[src/rtl/pdm_audio_pkg.sv]
// Shared helpers for the multi-channel PDM output stage: frame-counter
// width and the signed-to-offset-binary conversion used by each modulator.
package pdm_audio_pkg;

    localparam int MAX_W = 64;

    function automatic int cnt_width(input int osr);
        return (osr > 2) ? $clog2(osr) : 1;
    endfunction

    // Flipping the sign bit maps -2^(w-1)..2^(w-1)-1 onto 0..2^w-1
    function automatic logic [MAX_W-1:0] to_offset(input logic [MAX_W-1:0] x, input int w);
        logic [MAX_W-1:0] one_v;
        one_v = {{(MAX_W-1){1'b0}}, 1'b1};
        return x ^ (one_v << (w - 1));
    endfunction

endpackage

[src/rtl/pdm_dsm1.sv]
// First-order delta-sigma modulator: the accumulator carry is the bitstream,
// so wrap of the accumulator is the modulation and no saturation is needed.
module pdm_dsm1
    import pdm_audio_pkg::*;
#(
    parameter int W = 16
) (
    input  logic         clk,
    input  logic         rst_n,
    input  logic         en,
    input  logic [W-1:0] din,
    output logic         dout
);

    logic [W-1:0] u_s;
    logic [W:0]   sum_s;
    logic [W-1:0] acc_r;

    assign u_s   = W'(to_offset(MAX_W'(din), W));
    assign sum_s = {1'b0, acc_r} + {1'b0, u_s};

    // Accumulate offset-binary input; emit carry, clear while disabled
    always_ff @(posedge clk or negedge rst_n) begin
        if (!rst_n) begin
            acc_r <= '0;
            dout  <= 1'b0;
        end else if (!en) begin
            acc_r <= '0;
            dout  <= 1'b0;
        end else begin
            acc_r <= sum_s[W-1:0];
            dout  <= sum_s[W];
        end
    end

endmodule

[src/rtl/pdm_audio_mc.sv]
// Multi-channel FIFO-to-PDM output stage: one packed frame per OSR clocks,
// per-channel sample registers, underrun reporting and mute.
module pdm_audio_mc
    import pdm_audio_pkg::*;
#(
    parameter int CH   = 2,
    parameter int W    = 16,
    parameter int OSR  = 32,
    parameter int HOLD = 1
) (
    input  logic            clk,
    input  logic            rst_n,
    input  logic            en,
    input  logic            mute,
    input  logic            rdaccess,
    output logic            rden,
    input  logic [CH*W-1:0] rddat,
    output logic            underrun,
    output logic [CH-1:0]   pdm
);

    localparam int             FCW     = cnt_width(OSR);
    localparam logic [FCW-1:0] FC_LAST = FCW'(OSR - 1);

    logic [FCW-1:0] fcnt_r;
    logic           boundary_s;

    // Frame counter, parked at zero while disabled
    always_ff @(posedge clk or negedge rst_n) begin
        if (!rst_n) begin
            fcnt_r <= '0;
        end else if (!en) begin
            fcnt_r <= '0;
        end else if (fcnt_r == FC_LAST) begin
            fcnt_r <= '0;
        end else begin
            fcnt_r <= fcnt_r + FCW'(1);
        end
    end

    // Boundary strobes: read when the FIFO has data, otherwise flag underrun
    always_comb begin
        boundary_s = en & (fcnt_r == FC_LAST);
        rden       = boundary_s & rdaccess;
        underrun   = boundary_s & ~rdaccess;
    end

    for (genvar k = 0; k < CH; k++) begin : g_ch
        logic [W-1:0] smp_r;
        logic [W-1:0] din_s;

        // Sample register: load on a read, hold or clear on underrun
        always_ff @(posedge clk or negedge rst_n) begin
            if (!rst_n) begin
                smp_r <= '0;
            end else if (rden) begin
                smp_r <= rddat[k*W +: W];
            end else if (underrun && (HOLD == 0)) begin
                smp_r <= '0;
            end else begin
                smp_r <= smp_r;
            end
        end

        // Mute only gates the modulator input; reads keep draining the FIFO
        assign din_s = mute ? '0 : smp_r;

        pdm_dsm1 #(
            .W(W)
        ) u_dsm (
            .clk  (clk),
            .rst_n(rst_n),
            .en   (en),
            .din  (din_s),
            .dout (pdm[k])
        );
    end

endmodule

[config.mk]
export PLATFORM = sky130hd
export DESIGN_NAME = pdm_audio_mc
export DESIGN_NICKNAME = d
export VERILOG_FILES = /design/src/rtl/pdm_audio_pkg.sv /design/src/rtl/pdm_dsm1.sv /design/src/rtl/pdm_audio_mc.sv
export SDC_FILE = /design/constraint.sdc
export NUM_CORES = 1
export LEC_CHECK = 0
export ABC_AREA = 0
export CORE_MARGIN = 5
export CORE_UTILIZATION = 52
export CTS_CLUSTER_SIZE = 24
export DETAILED_ROUTE_END_ITERATION = 10
export PLACE_DENSITY = 0.89
export SLEW_MARGIN = 20
export SYNTH_ARGS = -nofsm -noshare
export SYNTH_HDL_FRONTEND = slang
export SYNTH_SLANG_ARGS = --single-unit
[constraint.sdc]
create_clock -name clk -period 2.1 [get_ports clk]
set_input_delay 0.63 -clock clk [delete_from_list [all_inputs] [get_ports clk]]
set_output_delay 0.63 -clock clk [all_outputs]
set_load 0.02 [all_outputs]
## Word-level counts from Yosys, hierarchy flattened

Index checks and enable logic that the tools add are counted.
W data, S select, Z words.

- Add/sub/neg operators: 3
- Multiplexer cells: 8
- Bitwise logic cells: 6
- Eq/ne operators: 1

Operator list:

| kind | number |
|---|---|
| $mux W16 | 4 |
| $add A16 B16 Y17 | 2 |
| $mux W5 | 2 |
| $add A5 B1 Y5 const B | 1 |
| $eq A5 B5 Y1 const B | 1 |
| $and A1 B1 Y1 | 3 |
| $not A1 Y1 | 3 |
| $mux W1 | 2 |

- Word-level logic and storage cells: 25
- Flip-flop bits (word level): 71
- Output and inout bits: 4

## Longest topological paths before layout

- Word-level depth: 4
- Gate-level depth with buffers: 11
- Gate-level depth less buffers: 10

## Cells and area by module

A second synthesis with hierarchy kept.

- Cell total of the unflattened synthesis: 412
- Area total of the unflattened synthesis: 4445.5 um^2

By module, submodules not included:

| module | area each (um^2) | cells an instance | times used |
|---|---|---|---|
| pdm_audio_mc | 1770.4 | 124 | 1 |
| pdm_dsm1 at g_ch[0].u_dsm | 1346.3 | 148 | 1 |
| pdm_dsm1 at g_ch[1].u_dsm | 1328.8 | 140 | 1 |

## Worst setup path before layout

OpenSTA, ideal clock, no wires.

- Path type: input -> register
- From: in mute
- To: reg g_ch[0].u_dsm.acc_r[14]
- Cell stages on the path: 11
- Slack: -425 ps
- Setup time: 79 ps
- Data arrival time: 2446 ps
- Data required time: 2021 ps
- Path buffers: 1
- Cells stage by stage: clkbuf_1 -> nor2b_1 -> ha_1 -> inv_1 -> fa_1 -> nor2b_1 -> o31ai_2 -> a21oi_2 -> a311oi_1 -> o21bai_1 -> mux2i_1

- Word-level cells in the longest chain between the ends: 3

Ends and longest elaborated chain:

| what | line | text |
|---|---|---|
| from (decl) | pdm_audio_mc.sv:14 | `input logic mute,` |
| $mux W16 | pdm_audio_mc.sv:66 | `assign din_s = mute ? '0 : smp_r;` |
| $add A16 B16 Y17 | pdm_dsm1.sv:20 | `assign sum_s = {1'b0, acc_r} + {1'b0, u_s};` |
| $mux W16 | pdm_dsm1.sv:27 | `end else if (!en) begin` |
| to (signal assigned) | pdm_dsm1.sv:31 | `acc_r <= sum_s[W-1:0];` |
| to (decl) | pdm_dsm1.sv:17 | `logic [W-1:0] acc_r;` |

Every way passes these cells.
A chain may end at the register's enable or synchronous reset.

## Final worst setup path

- From: in mute
- To: reg g_ch[1].u_dsm.acc_r[10]

- Word-level cells in the longest chain between the ends: 3

Ends and longest elaborated chain:

| what | line |
|---|---|
| $mux W16 | pdm_audio_mc.sv:66 |
| $add A16 B16 Y17 | pdm_dsm1.sv:20 |
| $mux W16 | pdm_dsm1.sv:27 |
| to (signal assigned) | pdm_dsm1.sv:31 |
| to (decl) | pdm_dsm1.sv:17 |

Every way passes these cells.

==> results.md <==
- # setup viols final: 22
- Post-synthesis average cell area: 10.4 sq um
- Total number of nets in the final design: 620
- Synth warnings: 0
- Top cells by area in the synthesized netlist: sky130_fd_sc_hd__dfrtp_1 43%, sky130_fd_sc_hd__ha_1 10%, sky130_fd_sc_hd__mux2_2 8.6%
- Chip height: 99.5 um
- Type of the worst min-delay path: primary input to async pin
- Simple-gate share of the synthesized area: 15.7%
- Final number of max-transition violations: 0
- Data required time at the worst endpoint: 2.37 ns
- Internal power: 1.95 mW
- PD cells: 427 nW/um^2
- GR met3 Demand/Resource: 4.77%
- Xor-xnor portion of the synthesized cell area: 4.41%
- Total overflow reported by the global router: 0
- Share of the clock period used by the worst path after layout: 111%
- Final Wtd Congestion: 0.924
- Number of logic stages on the critical path including buffering: 12
- Yosys reg bits: 71
- Starting Density: 53.7%
- Wire length of the first global-routing pass: 20300 um
- Die X-Extent: 99.5 um
- Cell repeated most along the worst path: sky130_fd_sc_hd__buf_12
- Clock transition time at the flip-flop clock pins of the worst setup and hold paths: 0.10 ns
- Synth top area share: 42.6%
- Area enclosed by the die boundary: 9910 sq um
- Violation count after the first detailed-route iteration: 265
- Met2 track demand over resource: 47.0%
- Highest ir drop seen on vdd: 0.319 mV
- Share of synthesized cell area in full adder, half adder and majority cells: 11.2%
- Number of endpoints with negative hold slack in the final report: 0
- Netlist cell types: 52
- Area inside the core boundary: 7770 sq um
- Number of global-route vias before repair: 4146
- Global routing usage summed across all routing layers: 26.2%
- Antenna diode instance count: 0
- Routed vias/inst: 6.13
- Switching share of total power: 28.5%
- Switching component of the power: 0.777 mW
- Clock Skew: 0.0197 ns
- Kind of cell adding the most delay to the critical path: compound AO/OA/AOI/OAI gates
- Number of enable-type register cells in the synthesized netlist: 0
- Layout filler cell count: 374
- Sum of negative setup slack: -2.33 ns
- Static Leak: 2.86 nW
- Number of buffers created by CTS: 9
- Smallest setup slack after layout: -0.234 ns
- Largest family of logic cells by synthesized area: simple AND/OR/NAND/NOR gates
- Outcome: complete, but fails checks
- CTS max path bufs: 2
- Max incr delay on CP: 0.35 ns
- Antenna violation net count after detailed routing: 0
- Met1 track utilization from global routing: 28.6%
- Via count: 4008
- Synth-to-layout area growth: 52.9%
- Clk network pwr share: 41.3%
- Crit path launch type: primary input
- DP HPWL: 7060 um
- Largest driver fanout on the critical path: 7
- Multiplexer area fraction after synthesis: 9.12%
- Worst-case reg-to-reg path depth: 11
- GRT Max-Usage Layer: met2
- Clock Sink Count: 71
- Number of max-cap violations: 0
- Utilization after layout: 82.1%
- Register area: 1780 sq um
- Highest achievable clock rate: 0.429 GHz
- Post-Synthesis Cell Area: 4170 sq um
- Path type of the worst setup path: primary input to flop
- Syn Inst Count: 402
- Number of design rule violations left after detail routing: 0
- Multi-input gate area: 2910 sq um
- 1st-pass router iterations: 7
- Violations in the final reports: setup timing
- Number of buffers added to fix hold violations after cts: 0
- Top flip-flop cell by instance count after synthesis: sky130_fd_sc_hd__dfrtp_1
- Mapped Nets: 475
- Routed WL per cell: 22.8 um
- Worst-case headroom to the max-slew limit: 69.8%
- Top-level I/O count: 41
- Slew at the pin closest to its max-slew limit: 0.453 ns
- Antenna violations before repair: 0
- Skew-Pair Late Insertion Delay: 0.38 ns
- Clock period minus worst slack: 2.33 ns
- Sequential power share: 50.7%
- Post-synth ARST share: 100%
- Proportion of layout cells with a drive suffix above 1: 47.5%
- Sequential cell area fraction in the yosys report: 42.6%
- Unrepaired setup endpoints after global routing: true
- Kind of end point of the critical path: flop
- CP Data Arrival Time: 2.61 ns
- Highest-delay cell along the critical path: sky130_fd_sc_hd__fa_2
- Number of levels in the clock H-tree: 3
- Flop-to-flop setup slack: -0.19 ns
- Worst path bufs/invs: 3
- Port Buffers: 40
- Placement Rows: 32
- Clock tree from TritonCTS: built
- Synth Area in Compound Gates: 14.2%
- Cells along the critical path: buf_12 > buf_12 > nor2b_4 > ha_4 > inv_2 > fa_2 > nor2b_2 > o31a_1 > o21bai_2 > a31oi_1 > xnor2_1 > nor2_1
- Post-synthesis cell type with the largest combined area: sky130_fd_sc_hd__dfrtp_1
- Clock tree root buffer cell: sky130_fd_sc_hd__clkbuf_8
- Pin count of the biggest net entering global routing: 72
- Final WL: 14900 um
- Part of the total power dissipated in combinational logic: 8.0%
## registers in the layout, indices dropped and copies added, names as in the netlist
| register | count |
|---|---|
| fcnt_r | 5 |
| g_ch.u_dsm.dout | 2 |
| g_ch.u_dsm.acc_r | 32 |
| g_ch.smp_r | 32 |
## metal layers
| layer | wire, um | up-vias | part of all wire [%] |
|---|---|---|---|
| met4 | 949 | 0 | 6.4 |
| met2 | 7640 | 228 | 51 |
| met3 | 936 | 88 | 6.3 |
| li1 | - | 1703 | - |
| met1 | 5360 | 1989 | 36 |
| met5 | 0 | - | 0 |
## path summary, 6_finish.rpt
kind | start | endpoint
min in group clk | g_ch[0].smp_r[7]$_DFFE_PN0P_ | g_ch[0].smp_r[7]$_DFFE_PN0P_
setup reg to reg | g_ch[0].smp_r[0]$_DFFE_PN0P_ | g_ch[0].u_dsm.acc_r[12]$_DFF_PN0_
setup / recovery | mute | g_ch[1].u_dsm.acc_r[10]$_DFF_PN0_
hold reg to reg | g_ch[0].smp_r[7]$_DFFE_PN0P_ | g_ch[0].smp_r[7]$_DFFE_PN0P_
max in group asynchronous | rst_n | g_ch[0].smp_r[10]$_DFFE_PN0P_
hold / removal | rst_n | g_ch[0].smp_r[9]$_DFFE_PN0P_
## area by class of cell
| cell class | count | area share, % |
|---|---|---|
| multi-input combinational | 303 | 45.7 |
| sequential | 71 | 27.9 |
| timing repair buffer | 147 | 20.5 |
| tap | 102 | 2.00 |
| clock buffer | 9 | 1.94 |
| clock inverter | 7 | 1.00 |
| inverter | 15 | 0.962 |
## power groups by stage
stage,clock network [mW],registers (mW),logic [mW]
CTS,1.09,1.38,0.206
detailed placement,0,1.41,0.180
global placement,0,1.41,0.174
floorplan,0,1.41,0.0493
global route,1.18,1.38,0.232
finish,1.13,1.38,0.218
## cells in the mapped netlist, types with 4 or more instances
master	n
sky130_fd_sc_hd__nand4_1	5
sky130_fd_sc_hd__a21oi_2	4
sky130_fd_sc_hd__nand3_1	5
sky130_fd_sc_hd__and2_1	6
sky130_fd_sc_hd__nor2b_1	33
sky130_fd_sc_hd__nand2_1	17
sky130_fd_sc_hd__nand2b_1	10
sky130_fd_sc_hd__xor2_1	11
sky130_fd_sc_hd__nor3_1	6
sky130_fd_sc_hd__mux2_2	32
sky130_fd_sc_hd__a21oi_1	24
sky130_fd_sc_hd__clkbuf_1	7
sky130_fd_sc_hd__ha_1	34
sky130_fd_sc_hd__nor2_1	40
sky130_fd_sc_hd__buf_2	4
sky130_fd_sc_hd__o21a_1	6
sky130_fd_sc_hd__dfrtp_1	71
sky130_fd_sc_hd__inv_1	14
sky130_fd_sc_hd__o21ai_0	13
sky130_fd_sc_hd__xnor2_1	10
sky130_fd_sc_hd__o21ai_1	6
## repair_timing
action	CTS	global route
gates cloned	1	0
gates resized for setup	71	85
setup buffers	18	20
pin swaps	46	62
endpoints found under the setup margin	31	26
## kinds of logic (layout without fill, tap and decap cells)
family,after synthesis,count (layout)
compound gates,83,83
xor+xnor,21,21
flops,71,71
simple gates,129,129
buf+inv,28,178
mux,34,34
fa+ha+maj,36,36
## through the flow
stage               cells  hold slack [ns]  cell area, sq um  setup WS (ns)  total power, mW
finish                654            0.247              6370         -0.234             2.72
global route          654            0.298              6370         -0.278             2.79
CTS                   636            0.293              5830         -0.175             2.67
detailed placement    603            0.486              5230          -1.03             1.59
global placement      603            0.482              5230         -0.982             1.58
floorplan             402            0.334              4230         -0.318             1.46
## placed cells by master, fill, tap and decap left out, drive strengths merged, types with 10 or more instances in the layout
| cell | netlist | final |
|---|---|---|
| clkdlybuf4s50 | 0 | 36 |
| mux2 | 32 | 32 |
| o21ai | 19 | 19 |
| nand2b | 10 | 10 |
| dfrtp | 71 | 71 |
| ha | 34 | 34 |
| buf | 6 | 111 |
| nand2 | 17 | 17 |
| inv | 14 | 18 |
| xnor2 | 10 | 10 |
| xor2 | 11 | 11 |
| nor2 | 41 | 41 |
| a21oi | 28 | 28 |
| nor2b | 33 | 33 |
No activity file was read; power rests on OpenSTA's default activity.
